File: config.mk
export PLATFORM = sky130hd
export DESIGN_NAME = shift_request_queue
export DESIGN_NICKNAME = d
export VERILOG_FILES = /design/src/rtl/shift_pkg.sv /design/src/rtl/Right_Barrel_Shifter.sv /design/src/rtl/shift_request_queue.sv
export SDC_FILE = /design/constraint.sdc
export NUM_CORES = 1
export LEC_CHECK = 0
export BUFFER_PORTS_ARGS = -buffer_cell sky130_fd_sc_hd__buf_2
export CAP_MARGIN = 30
export CELL_PAD_IN_SITES_DETAIL_PLACEMENT = 0
export CELL_PAD_IN_SITES_GLOBAL_PLACEMENT = 2
export CORE_MARGIN = 2
export CORE_UTILIZATION = 46
export CTS_CLUSTER_DIAMETER = 60
export DETAILED_ROUTE_END_ITERATION = 6
export PLACE_DENSITY_LB_ADDON = 0.08
export SYNTH_ARGS = -nofsm -noshare
export SYNTH_HDL_FRONTEND = slang
export SYNTH_SLANG_ARGS = --single-unit
File: constraint.sdc
create_clock -name clk -period 6.7 [get_ports clk]
set_input_delay 0 -clock clk [delete_from_list [all_inputs] [get_ports clk]]
set_output_delay 0 -clock clk [all_outputs]
set_load 0.01 [all_outputs]
File: src/rtl/shift_pkg.sv
// rtl/shift_pkg.sv - shared widths and request/result types for the shift request queue
package shift_pkg;

    localparam int SHIFT_DATA_W = 16;
    localparam int SHIFT_AMT_W  = 4;

    typedef struct packed {
        logic [SHIFT_DATA_W-1:0] data;
        logic [SHIFT_AMT_W-1:0]  amt;
        logic                    rot;
    } shift_req_t;

    // FIFO entries only carry the rotate flag when rotation is built in.
`ifdef ROTATE_EN
    typedef shift_req_t shift_entry_t;
`else
    typedef struct packed {
        logic [SHIFT_DATA_W-1:0] data;
        logic [SHIFT_AMT_W-1:0]  amt;
    } shift_entry_t;
`endif

    typedef logic [SHIFT_DATA_W-1:0] shift_result_t;

endpackage

File: src/rtl/Right_Barrel_Shifter.sv
// rtl/Right_Barrel_Shifter.sv - 16-bit combinational logical right barrel shifter
module Right_Barrel_Shifter
    import shift_pkg::*;
(
    input  logic [SHIFT_DATA_W-1:0] data,
    input  logic [SHIFT_AMT_W-1:0]  control,
    output logic [SHIFT_DATA_W-1:0] result
);

    logic [SHIFT_DATA_W-1:0] s1, s2, s4;

    always_comb begin
        s1     = control[0] ? {1'b0, data[15:1]} : data;
        s2     = control[1] ? {2'b0, s1[15:2]}   : s1;
        s4     = control[2] ? {4'b0, s2[15:4]}   : s2;
        result = control[3] ? {8'b0, s4[15:8]}   : s4;
    end

endmodule

File: src/rtl/shift_request_queue.sv
// rtl/shift_request_queue.sv - request FIFO + registered result around the barrel shifter; optional ROTATE_EN
module shift_request_queue
    import shift_pkg::*;
#(
    parameter int DEPTH  = 4,
    parameter int DATA_W = SHIFT_DATA_W,
    parameter int AMT_W  = SHIFT_AMT_W
) (
    input  logic              clk,
    input  logic              rst_n,
    input  logic              in_valid,
    output logic              in_ready,
    input  logic [DATA_W-1:0] in_data,
    input  logic [AMT_W-1:0]  in_amt,
    input  logic              in_rot,
    output logic              out_valid,
    input  logic              out_ready,
    output logic [DATA_W-1:0] out_data,
    output logic [AMT_W-1:0]  out_amt,
    output logic              busy
);

    localparam int PW = (DEPTH > 1) ? $clog2(DEPTH) : 1;
    localparam logic [PW:0] CNT_FULL = (PW+1)'(DEPTH);

    shift_entry_t  mem [DEPTH];
    shift_entry_t  wr_entry;
    shift_entry_t  head;
    logic [PW-1:0] wr_ptr, rd_ptr;
    logic [PW:0]   count;
    logic          push, pop;
    shift_result_t sh_res;
    shift_result_t load_val;

    assign in_ready = (count != CNT_FULL);
    assign push     = in_valid && in_ready;
    assign pop      = (count != '0) && (!out_valid || out_ready);
    assign busy     = (count != '0) || out_valid;
    assign head     = mem[rd_ptr];

`ifdef ROTATE_EN
    assign wr_entry = '{data: in_data, amt: in_amt, rot: in_rot};
    // Bits shifted out on the right wrap into the top; amt 0 shifts by 16 and contributes nothing.
    assign load_val = sh_res | (head.rot ? (head.data << (5'd16 - {1'b0, head.amt})) : '0);
`else
    logic unused_rot;
    assign unused_rot = in_rot;
    assign wr_entry   = '{data: in_data, amt: in_amt};
    assign load_val   = sh_res;
`endif

    Right_Barrel_Shifter u_shifter (
        .data    (head.data),
        .control (head.amt),
        .result  (sh_res)
    );

    always_ff @(posedge clk) begin
        if (push) mem[wr_ptr] <= wr_entry;
    end

    always_ff @(posedge clk or negedge rst_n) begin
        if (!rst_n) begin
            wr_ptr <= '0;
            rd_ptr <= '0;
            count  <= '0;
        end else begin
            if (push) wr_ptr <= wr_ptr + 1'b1;
            if (pop)  rd_ptr <= rd_ptr + 1'b1;
            count <= count + (PW+1)'(push) - (PW+1)'(pop);
        end
    end

    // Output register: reload on pop, otherwise drop valid once consumed and keep the data.
    always_ff @(posedge clk or negedge rst_n) begin
        if (!rst_n) begin
            out_valid <= 1'b0;
            out_data  <= '0;
            out_amt   <= '0;
        end else if (pop) begin
            out_valid <= 1'b1;
            out_data  <= load_val;
            out_amt   <= head.amt;
        end else if (out_valid && out_ready) begin
            out_valid <= 1'b0;
        end
    end

endmodule

==> impl_metrics.json <==
{
  "grt_pass1_wl_um": 14480,
  "die_height_um": 104.9,
  "p_sw_share_pct": 37.40,
  "insertion_delay_ns": 0.37,
  "dp.final_hpwl_um": 6109,
  "place_congestion": 0.7330,
  "hold_class": "in2reg",
  "power_frac_seq_pct": 37.1,
  "port_buffers": 46,
  "numCtsBuffers": 9,
  "yosysUniqueCellTypes": 40,
  "cts.sinks": 108,
  "switching_power_uw": 987.4,
  "drt_iter0_markers": 101,
  "setup_viol": 0,
  "pwr-share-clk_pct": 15.7,
  "ys_warn_count": 0,
  "vias_per_cell": 5.320,
  "syn_nets": 311,
  "final_common_cell": "edfxtp_1",
  "grtUsageMet3_pct": 4.117,
  "wirelength_um": 8997,
  "dieArea_um2": 11000,
  "grt_antenna_before_repair": 0,
  "combPwrFrac_pct": 47.2,
  "clock_skew_ns": 0.01655,
  "n_fill_cell": 821,
  "syn_to_final_growth_pct": 19.08,
  "criticalPathCategory": "reg2reg",
  "tightest_slew_ns": 0.8085,
  "diodes": 0,
  "rr_endpoint": "count[2]$_DFF_PN0_",
  "grt_pass1_vias": 2678,
  "hold_viol_final": 0,
  "grt_max_degree": 29,
  "layout_min_cycle_time_ns": 3.194,
  "initial_core_util_pct": 47.68,
  "tritoncts": "yes",
  "use_met1_pct": 21.84,
  "hold_path_depth": 3,
  "critPathRequiredTime_ns": 7.00,
  "synthCells": 279,
  "final_util_pct": 56.78,
  "cp_common_cell": "inv_1",
  "syn_area_um2": 4682,
  "p_per_area_nw_per_um2": 473.5,
  "synthXorXnorAreaFrac_pct": 0.9353,
  "slowest_delay_ns": 0.63,
  "grt_busiest_layer": "met2",
  "vias": 2607,
  "cts_resized": 0,
  "synth.avg_cell_area_um2": 16.78,
  "worstSetupEndpointType": "flop",
  "timing.rr.start": "count[1]$_DFF_PN0_",
  "dr.pass1.iters": 5,
  "synthFlopType": "edfxtp_1",
  "routedWlPerCell_um": 18.36,
  "status": "complete, no violations",
  "peakVddDrop_mv": 0.2066,
  "synth-seq-area-share_pct": 66.27,
  "clk_pin_slew_ns": 0.11,
  "synth_top_family_by_area": "multiplexers",
  "synth_edf_count": 80,
  "final_cell_mix": "80 x edfxtp_1, 46 x buf_2, 34 x mux2i_1",
  "worstHoldStart": "in_valid",
  "ff_latch_area_um2": 3103,
  "cts_buffer_depth": 2,
  "crit_arrival_ns": 3.49,
  "ys_ff_latch": 108,
  "maxCapViolCount": 0,
  "crit_chain": "or3_1 > nand2_1 > inv_1 > ha_1 > inv_1 > ha_1 > inv_1 > fa_1 > xnor2_1 > xnor2_1",
  "slew_headroom_pct": 45.97,
  "drc": 0,
  "tns_ns": 0,
  "slew_viol_final": 0,
  "drive_above_1_share_pct": 26.33,
  "synth_mux_area_share_pct": 18.89,
  "synth_fa_ha_area_share_pct": 2.031,
  "whs_endpoint": "wr_ptr[0]$_DFFE_PN0P_",
  "rrSetupSlack_ns": 3.51,
  "ant_nets": 0,
  "rows": 36,
  "rsz0062_at_grt": "false",
  "ys_async_sr_fraction_pct": 25.93,
  "cp_max_fo": 23,
  "grt_usage_pct": 17.29,
  "fp.dieW_um": 104.9,
  "root_buffer": "clkbuf_8",
  "p_leak_uw": 0.002166,
  "coreArea_um2": 9819,
  "synth_compound_area_share_pct": 4.543,
  "period_share_pct": 47.67,
  "multi_input_area_um2": 1466,
  "clock.fmax_mhz": 313.1,
  "worstSetupStartpointType": "flop",
  "worst_path_max_delay_cell": "nand2_1",
  "worstRegToRegCells": 10,
  "grt_overflow": 0,
  "h-tree-depth": 3,
  "internal_power_uw": 1653,
  "grt_util_met2_pct": 30.38,
  "ios": 48,
  "final_nets": 384,
  "synth-simple-area-share_pct": 4.917
}
## Yosys cell counts, types with 3 or more instances
master | instances | area, um2
dfrtp_1 | 28 | 700.7
buf_2 | 6 | 30.03
edfxtp_1 | 80 | 2402
nor2_1 | 7 | 26.28
xnor2_1 | 5 | 43.79
nand2_1 | 21 | 78.83
and3_1 | 5 | 31.28
mux4_2 | 22 | 495.5
nand2b_1 | 4 | 25.02
a22oi_1 | 5 | 37.54
nor2b_1 | 3 | 18.77
inv_1 | 9 | 33.78
ha_1 | 6 | 75.07
mux2i_1 | 34 | 340.3
o21ai_1 | 9 | 45.04
## registers in the layout, indices dropped and copies added, names as in the netlist
register / flops
count: 3
out_data: 16
mem: 80
out_amt: 4
wr_ptr: 2
out_valid: 1
rd_ptr: 2
## layout make-up
class	count	area share, %
Clock buffer	9	2.222
Clock inverter	7	1.638
Inverter	9	0.6059
Multi-Input combinational cell	149	26.30
Sequential cell	108	55.66
Tap cell	133	2.985
Timing Repair Buffer	75	10.59
## cells by family (layout without fill, tap and decap cells)
kind of cell,count (synthesis),after routing
multiplexers,59,59
XOR/XNOR,5,5
adder cells (fa/ha/maj),7,7
buffers and inverters,22,100
AO/OA/AOI/OAI,30,30
flip-flops,108,108
AND/OR/NAND/NOR,48,48
## worst max path at each step
stage	startpoint	endpoint	slack, ns	depth (start not counted)
after floorplan	count[1]$_DFF_PN0_	count[2]$_DFF_PN0_	4.39	10
after global placement	count[1]$_DFF_PN0_	count[2]$_DFF_PN0_	3.50	10
after detailed placement	count[1]$_DFF_PN0_	count[2]$_DFF_PN0_	3.49	10
after CTS	count[1]$_DFF_PN0_	count[2]$_DFF_PN0_	3.48	10
after global routing	count[1]$_DFF_PN0_	count[2]$_DFF_PN0_	3.29	10
final	count[1]$_DFF_PN0_	count[2]$_DFF_PN0_	3.51	10
## power by group through the flow
stage,clock network (uW),logic [uW],registers [uW]
after global placement,0,1200,995
after CTS,426,1270,982
after global routing,447,1380,996
after floorplan,0,894,1000
final,416,1250,978
after detailed placement,0,1260,998
## through the flow
step	instances	power, uW	area, um2	hold WS [ns]	setup slack, ns
5_1_grt	490	2823	5575	0.06544	3.290
3_5_place_dp	452	2255	5140	0.05697	3.492
4_1_cts	490	2678	5575	0.03466	3.476
6_report	490	2640	5575	0.04964	3.506
2_1_floorplan	279	1894	4682	-0.2956	4.392
3_3_place_gp	447	2190	5015	0.06109	3.497
## repair_timing
action | CTS | global route
hold buffers | 22 | 0
hold endpoints to repair | 109 | 0
buffers inserted | 0 | 0
## worst max-delay path, delay by kind of cell, from the launching register on
family / cells / cell delay, ns
AND/OR/NAND/NOR: 2 / 1.08
adder cells (fa/ha/maj): 3 / 0.86
flip-flops: 1 / 0.45
buffers and inverters: 3 / 0.43
XOR/XNOR: 2 / 0.31
## layer usage
layer | routed length [um] | vias up
li1 | - | 1236
met4 | 70 | 0
met3 | 224 | 5
met5 | 0 | -
met1 | 4045 | 1334
met2 | 4656 | 32
Power figures use the tool's default switching activity.
